===== src/rtl/keccak_feeder_pkg.sv =====
// -----------------------------------------------------------------------------
// keccak_feeder_pkg
// Shared definitions for the Keccak message feeder: FSM state encoding and the
// default word geometry (bytes per Keccak input word, fill-count width).
// -----------------------------------------------------------------------------
package keccak_feeder_pkg;

  // Default geometry: 24-byte words, 6-bit counter (holds 0..WORD_BYTES).
  localparam int WORD_BYTES_DEF = 24;
  localparam int CNT_W_DEF      = 6;

  typedef enum logic [2:0] {
    ST_START    = 3'd0,  // pulse k_reset to the core
    ST_FILL     = 3'd1,  // accept message bytes into the word buffer
    ST_SEND     = 3'd2,  // full word, more message to follow
    ST_SEND_FL  = 3'd3,  // full word that ended the message; empty last word follows
    ST_LAST     = 3'd4,  // final (partial or empty) word
    ST_WAIT_OUT = 3'd5   // wait for the core's digest
  } state_e;

endpackage : keccak_feeder_pkg


===== src/rtl/keccak_byte_packer.sv =====
// -----------------------------------------------------------------------------
// keccak_byte_packer
// Lane-indexed byte write register. Each write stores i_data into lane
// o_count (lane 0 occupies the MSBs of o_word) and advances the count.
// i_clr zeroes the word and the count.
//
// Ports:
//   clk, reset_n        clock, asynchronous active-low reset
//   i_wr                write i_data into lane o_count, count++
//   i_data [7:0]        byte to write
//   i_clr               clear word and count (never asserted with i_wr)
//   o_word [8*WB-1:0]   packed word, first byte in MSBs
//   o_count [CNT_W-1:0] number of bytes currently held
// -----------------------------------------------------------------------------
module keccak_byte_packer
  import keccak_feeder_pkg::*;
#(
  parameter int WORD_BYTES = WORD_BYTES_DEF,
  parameter int CNT_W      = CNT_W_DEF
) (
  input  logic                    clk,
  input  logic                    reset_n,
  input  logic                    i_wr,
  input  logic [7:0]              i_data,
  input  logic                    i_clr,
  output logic [8*WORD_BYTES-1:0] o_word,
  output logic [CNT_W-1:0]        o_count
);

  // Lane i lives at r_lanes[WORD_BYTES-1-i] so lane 0 lands in the MSBs.
  logic [WORD_BYTES-1:0][7:0] r_lanes;
  logic [CNT_W-1:0]           r_count;

  // NOTE: the lane register is reset (not left uninitialised like a RAM)
  // because the word is a visible output that must read zero out of reset.
  always_ff @(posedge clk or negedge reset_n) begin
    if (!reset_n) begin
      r_lanes <= '0;
      r_count <= '0;
    end else if (i_clr) begin
      r_lanes <= '0;
      r_count <= '0;
    end else if (i_wr) begin
      // NOTE: non-blocking assignments keep every register update in this
      // block reading the pre-edge values, independent of statement order.
      for (int i = 0; i < WORD_BYTES; i++) begin
        if (r_count == CNT_W'(i)) r_lanes[WORD_BYTES-1-i] <= i_data;
      end
      r_count <= r_count + 1'b1;
    end
  end

  assign o_word  = r_lanes;
  assign o_count = r_count;

endmodule : keccak_byte_packer


===== src/rtl/keccak_msg_feeder.sv =====
// -----------------------------------------------------------------------------
// keccak_msg_feeder
// Packs a byte stream (valid/ready, s_last marks the message end) into
// WORD_BYTES-wide words for a Keccak core, flags the final partial or empty
// word with its byte count, and waits for the digest before the next message.
//
// Optional feature: define KECCAK_FEEDER_STATS_EN to build the saturating
// message-length counter on msg_len; otherwise msg_len is tied to zero.
//
// Ports:
//   clk, reset_n        clock, asynchronous active-low reset
//   s_data/valid/last   upstream byte stream; s_ready accepts a byte
//   k_reset             one-cycle active-high reset pulse to the core
//   k_in                packed word, first byte in MSBs
//   k_in_ready          word strobe (combinational; that cycle is the transfer)
//   k_is_last           strobed word is the final word
//   k_byte_num          valid bytes in the final word
//   k_buffer_full       core cannot accept a word
//   k_out_ready         core digest valid
//   busy                high except when idle in FILL with no bytes held
//   msg_done            one-cycle pulse when the digest is ready
//   msg_len             bytes in the current/last message (stats build only)
// -----------------------------------------------------------------------------
module keccak_msg_feeder
  import keccak_feeder_pkg::*;
#(
  parameter int WORD_BYTES = WORD_BYTES_DEF,
  parameter int CNT_W      = CNT_W_DEF
) (
  input  logic                    clk,
  input  logic                    reset_n,
  input  logic [7:0]              s_data,
  input  logic                    s_valid,
  input  logic                    s_last,
  output logic                    s_ready,
  output logic                    k_reset,
  output logic [8*WORD_BYTES-1:0] k_in,
  output logic                    k_in_ready,
  output logic                    k_is_last,
  output logic [CNT_W-1:0]        k_byte_num,
  input  logic                    k_buffer_full,
  input  logic                    k_out_ready,
  output logic                    busy,
  output logic                    msg_done,
  output logic [15:0]             msg_len
);

  state_e           r_state;
  state_e           w_state_nxt;
  logic             r_armed;      // low only until the first edge after reset
  logic             w_accept;
  logic             w_xfer;
  logic             w_clr;
  logic             w_word_fill;  // accepted byte completes the word
  logic [CNT_W-1:0] w_count;

  // State register. r_armed holds START without a k_reset pulse while reset
  // is asserted, so the pulse appears on the first cycle after release.
  always_ff @(posedge clk or negedge reset_n) begin
    if (!reset_n) begin
      r_state <= ST_START;
      r_armed <= 1'b0;
    end else begin
      r_state <= w_state_nxt;
      r_armed <= 1'b1;
    end
  end

  assign s_ready     = (r_state == ST_FILL);
  assign w_accept    = s_valid && s_ready;
  assign w_word_fill = (w_count == CNT_W'(WORD_BYTES - 1));
  assign w_xfer      = !k_buffer_full &&
                       ((r_state == ST_SEND) || (r_state == ST_SEND_FL) ||
                        (r_state == ST_LAST));

  // NOTE: every output of this block gets a default first so no path leaves
  // a signal unassigned, which would infer a latch.
  always_comb begin
    w_state_nxt = r_state;
    w_clr       = 1'b0;
    unique case (r_state)
      ST_START: begin
        w_clr = 1'b1;
        if (r_armed) w_state_nxt = ST_FILL;
      end
      ST_FILL: begin
        if (w_accept) begin
          if (s_last)           w_state_nxt = w_word_fill ? ST_SEND_FL : ST_LAST;
          else if (w_word_fill) w_state_nxt = ST_SEND;
        end
      end
      ST_SEND: begin
        if (w_xfer) begin
          w_clr       = 1'b1;
          w_state_nxt = ST_FILL;
        end
      end
      ST_SEND_FL: begin
        // The full word did not carry the end marker, so an empty final
        // word follows it.
        if (w_xfer) begin
          w_clr       = 1'b1;
          w_state_nxt = ST_LAST;
        end
      end
      ST_LAST: begin
        if (w_xfer) w_state_nxt = ST_WAIT_OUT;
      end
      ST_WAIT_OUT: begin
        if (k_out_ready) w_state_nxt = ST_START;
      end
      default: w_state_nxt = ST_START;
    endcase
  end

  keccak_byte_packer #(
    .WORD_BYTES (WORD_BYTES),
    .CNT_W      (CNT_W)
  ) u_packer (
    .clk     (clk),
    .reset_n (reset_n),
    .i_wr    (w_accept),
    .i_data  (s_data),
    .i_clr   (w_clr),
    .o_word  (k_in),
    .o_count (w_count)
  );

  assign k_reset    = r_armed && (r_state == ST_START);
  assign k_in_ready = w_xfer;
  assign k_is_last  = w_xfer && (r_state == ST_LAST);
  assign k_byte_num = k_is_last ? w_count : '0;
  assign msg_done   = (r_state == ST_WAIT_OUT) && k_out_ready;
  assign busy       = r_armed && !((r_state == ST_FILL) && (w_count == '0));

`ifdef KECCAK_FEEDER_STATS_EN
  logic [15:0] r_msg_len;

  always_ff @(posedge clk or negedge reset_n) begin
    if (!reset_n) begin
      r_msg_len <= '0;
    end else if (r_state == ST_START) begin
      r_msg_len <= '0;
    end else if (w_accept && (r_msg_len != 16'hFFFF)) begin
      r_msg_len <= r_msg_len + 16'd1;
    end
  end

  assign msg_len = r_msg_len;
`else
  assign msg_len = '0;
`endif

endmodule : keccak_msg_feeder


===== config.mk =====
export PLATFORM = sky130hd
export DESIGN_NAME = keccak_msg_feeder
export DESIGN_NICKNAME = d
export VERILOG_FILES = /design/src/rtl/keccak_feeder_pkg.sv /design/src/rtl/keccak_byte_packer.sv /design/src/rtl/keccak_msg_feeder.sv
export SDC_FILE = /design/constraint.sdc
export NUM_CORES = 1
export LEC_CHECK = 0
export BUFFER_PORTS_ARGS = -buffer_cell sky130_fd_sc_hd__buf_2
export CAP_MARGIN = 20
export CORE_MARGIN = 10
export CORE_UTILIZATION = 50
export DETAILED_ROUTE_END_ITERATION = 8
export PLACE_DENSITY = 0.82
export SLEW_MARGIN = 20
export SYNTH_ARGS = -nofsm -noshare
export SYNTH_HDL_FRONTEND = slang
export SYNTH_SLANG_ARGS = --single-unit

===== constraint.sdc =====
create_clock -name clk -period 2.35 [get_ports clk]
set_clock_uncertainty 0.05 [all_clocks]
set_input_delay 0.47 -clock clk [delete_from_list [all_inputs] [get_ports clk]]
set_output_delay 0.47 -clock clk [all_outputs]
set_load 0.005 [all_outputs]

==> results.ini <==
[setup_path]
crit_chain = or3b_4 -> inv_6 -> a31oi_1 -> buf_2
cpPeakStageDelay_ns = 0.46
worstSetupStartpointType = register
path_class = reg2out
endpoint_kind = output pin
cp.depth = 4
slowest_stage = dfrtp_2
crit_required_ns = 1.83
crit_family = flip-flops
reg2reg_depth = 5
crit_fanout = 12
critical_path_arrival_ns = 1.77
worst-path-buf-inv = 2

[global_routing]
antenna_found_initial = 0
overflow = 0
grt_pass1_vias = 7029
track_usage = 0.214
grt_start_max_net_pins = 69
grt_pass1_wl_um = 41200

[place]
hpwlAfterDp_um = 17700
dp_cells = 1189
portBuffers = 217
gp_congestion = 0.810
dpl_cell_area_um2 = 10300
dpl_worst_slack_ns = 0.251

[die]
num_rows = 48
pin_count = 234
core_um2 = 17400
start_util = 0.515
design.die.area_um2 = 23700
die_w_um = 154
chipHeight_um = 154

[sta]
fin_crit_ns = 2.29
finalHoldViolCount = 0
setup_ws_ns = 0.0639
setup_violations = 0
slew_violations = 0
tns_ns = 0
fmax_ghz = 0.437
min_period_over_period = 0.973
worst_pin_slew_ns = 0.754
slew_headroom = 0.497

[synthesis]
synth_warnings = 0
synth.distinct_cells = 44
synth_top_family_by_area = multiplexers
netlist_instances = 781
muxShareOfSynthArea = 0.209
netlist_area_um2 = 8970
synth_top_flop_cell = dfrtp_1
seq_area_frac_synth = 0.564
synth_compound_area_frac = 0.0226
synth_enable_flop_cells = 0
synth-simple-area-share = 0.143
synth-xor-area-share = 0.00391
synthArstFlopShare = 1.00
synth-seq-cells = 202
avgSynthCellArea_um2 = 11.5
synth_fa_ha_area_frac = 0.00558

[clock_tree]
cts_buffer_depth = 3
clkLatencyLatePin_ns = 0.49
path_clk_slew_ns = 0.06
tritoncts = done
cts_sinks = 202
htree_levels = 1
cts_buffers = 21
cts_root_buf = clkbuf_16

[detailed_routing]
avgViaCountPerCell = 5.40
wl_per_cell_um = 21.3
drc = 0
ant_nets = 0
drtIter0Drc = 362
drt-total-wl_um = 26100
dr.pass1.iters = 5
vias = 6636

[cells_and_area]
areaGrowthSynthToFinish_pct = 24.1
antenna_cells = 0
layout-drive-gt1-share = 0.316
fin_util = 0.639
stdcell_count = 1230
nets = 1012
postLayoutCellArea_um2 = 11100

[pwr]
total_leakage_power_nw = 6.71
vdd_drop_max_uv = 683
power.density_nw_per_um2 = 850

[flow_run]
maxCapViolCount = 0

[hold_path]
worst_hold_path_type = in2reg
hold_depth = 4

[run_status]
status = completed

[layer usage]
metal / part of all wire / track usage
met5: 0 / 0
met4: 0.024 / 0.0657
met3: 0.079 / 0.0597
met2: 0.50 / 0.351
met1: 0.40 / 0.267
[flip-flops by register name, indices dropped and copies added, names as in the netlist]
name              flops
r_armed               1
u_packer.o_count      6
r_state               3
u_packer.o_word     192
[synthesized netlist by cell type, types with 5 or more instances]
cell | count | area share
dfrtp_1 | 202 | 0.56
nor2_1 | 195 | 0.082
mux2i_1 | 185 | 0.21
clkbuf_1 | 32 | 0.013
buf_4 | 24 | 0.020
buf_2 | 19 | 0.011
a21oi_1 | 13 | 0.0073
nand3_2 | 13 | 0.015
nand3_1 | 10 | 0.0056
o21ai_0 | 10 | 0.0056
and3_1 | 8 | 0.0056
nand2_1 | 8 | 0.0033
and2_1 | 7 | 0.0049
inv_1 | 5 | 0.0021
[power breakdown]
group	internal [mW]	switching [mW]
clock network	2.27	1.34
logic	0.757	1.45
registers	3.58	0.0734
[layout by cell type (no fill, tap or decap), types with 3 or more instances in the layout]
cell type / Yosys / final
buf_2: 19 / 216
nor4_1: 3 / 3
dfrtp_1: 202 / 201
nand3_2: 13 / 13
nand4_4: 3 / 3
clkbuf_16: 0 / 21
and2_1: 7 / 6
buf_4: 24 / 28
o21ai_0: 10 / 10
nor2b_1: 4 / 3
inv_1: 5 / 5
mux2i_1: 185 / 185
nor2_1: 195 / 194
clkbuf_8: 0 / 4
buf_12: 0 / 8
a21oi_1: 13 / 13
xor2_1: 4 / 4
nand3_1: 10 / 10
nor4b_2: 3 / 3
nand2_1: 8 / 7
bufinv_16: 0 / 5
conb_1: 2 / 17
ha_1: 4 / 4
and3_1: 8 / 8
[worst reg2reg max path, cell delays in order (launching register included)]
cell and delay, ns:
dfrtp_1 0.61, nor4b_2 0.56, and3_1 0.24, buf_4 0.21, mux2i_1 0.22, nor2_1 0.06
[final cells by class]
type                       count  area, µm²
tap                          225        282
timing repair buffer         254       1480
clock buffer                  26        574
inverter                       6       27.5
clock inverter                 8        170
sequential                   202       5060
fill                        1370       6280
multi-input combinational    509       3550
[stage by stage]
stage | power, mW | hold WS, ns
global route | 9.87 | 0.374
CTS | 9.48 | 0.318
global placement | 5.81 | 0.445
detailed placement | 5.81 | 0.454
floorplan | 5.04 | 0.124
finish | 9.47 | 0.337
[cell families (layout without fill, tap and decap cells)]
logic type / Yosys count / after routing
adders and majority gates: 4 / 4
xor gates and xnor gates: 4 / 4
DFF: 202 / 202
muxes: 187 / 187
buffers and inverters: 85 / 294
other: 2 / 17
and+or+nand+nor: 265 / 265
AOI/OAI and AO/OA: 32 / 32
[final timing paths]
check                                  endpoint           startpoint  slack (ns)
max in group asynchronous  u_packer.o_word[106]              reset_n        1.07
hold / removal                       r_state[0]               s_last        0.34
hold reg to reg             u_packer.o_word[51]  u_packer.o_word[51]        0.47
setup reg to reg            u_packer.o_word[55]  u_packer.o_count[4]        0.29
min in group asynchronous  u_packer.o_word[121]              reset_n        0.52
setup / recovery                           busy           r_state[1]        0.06
[repair_timing]
item,CTS,global route
resized for setup,6,2
setup buffers,1,5
endpoints found under the hold margin,61,0
pin swaps,0,0
hold buffers,1,0
setup endpoints to repair,7,6
Power figures use the tool's default switching activity.
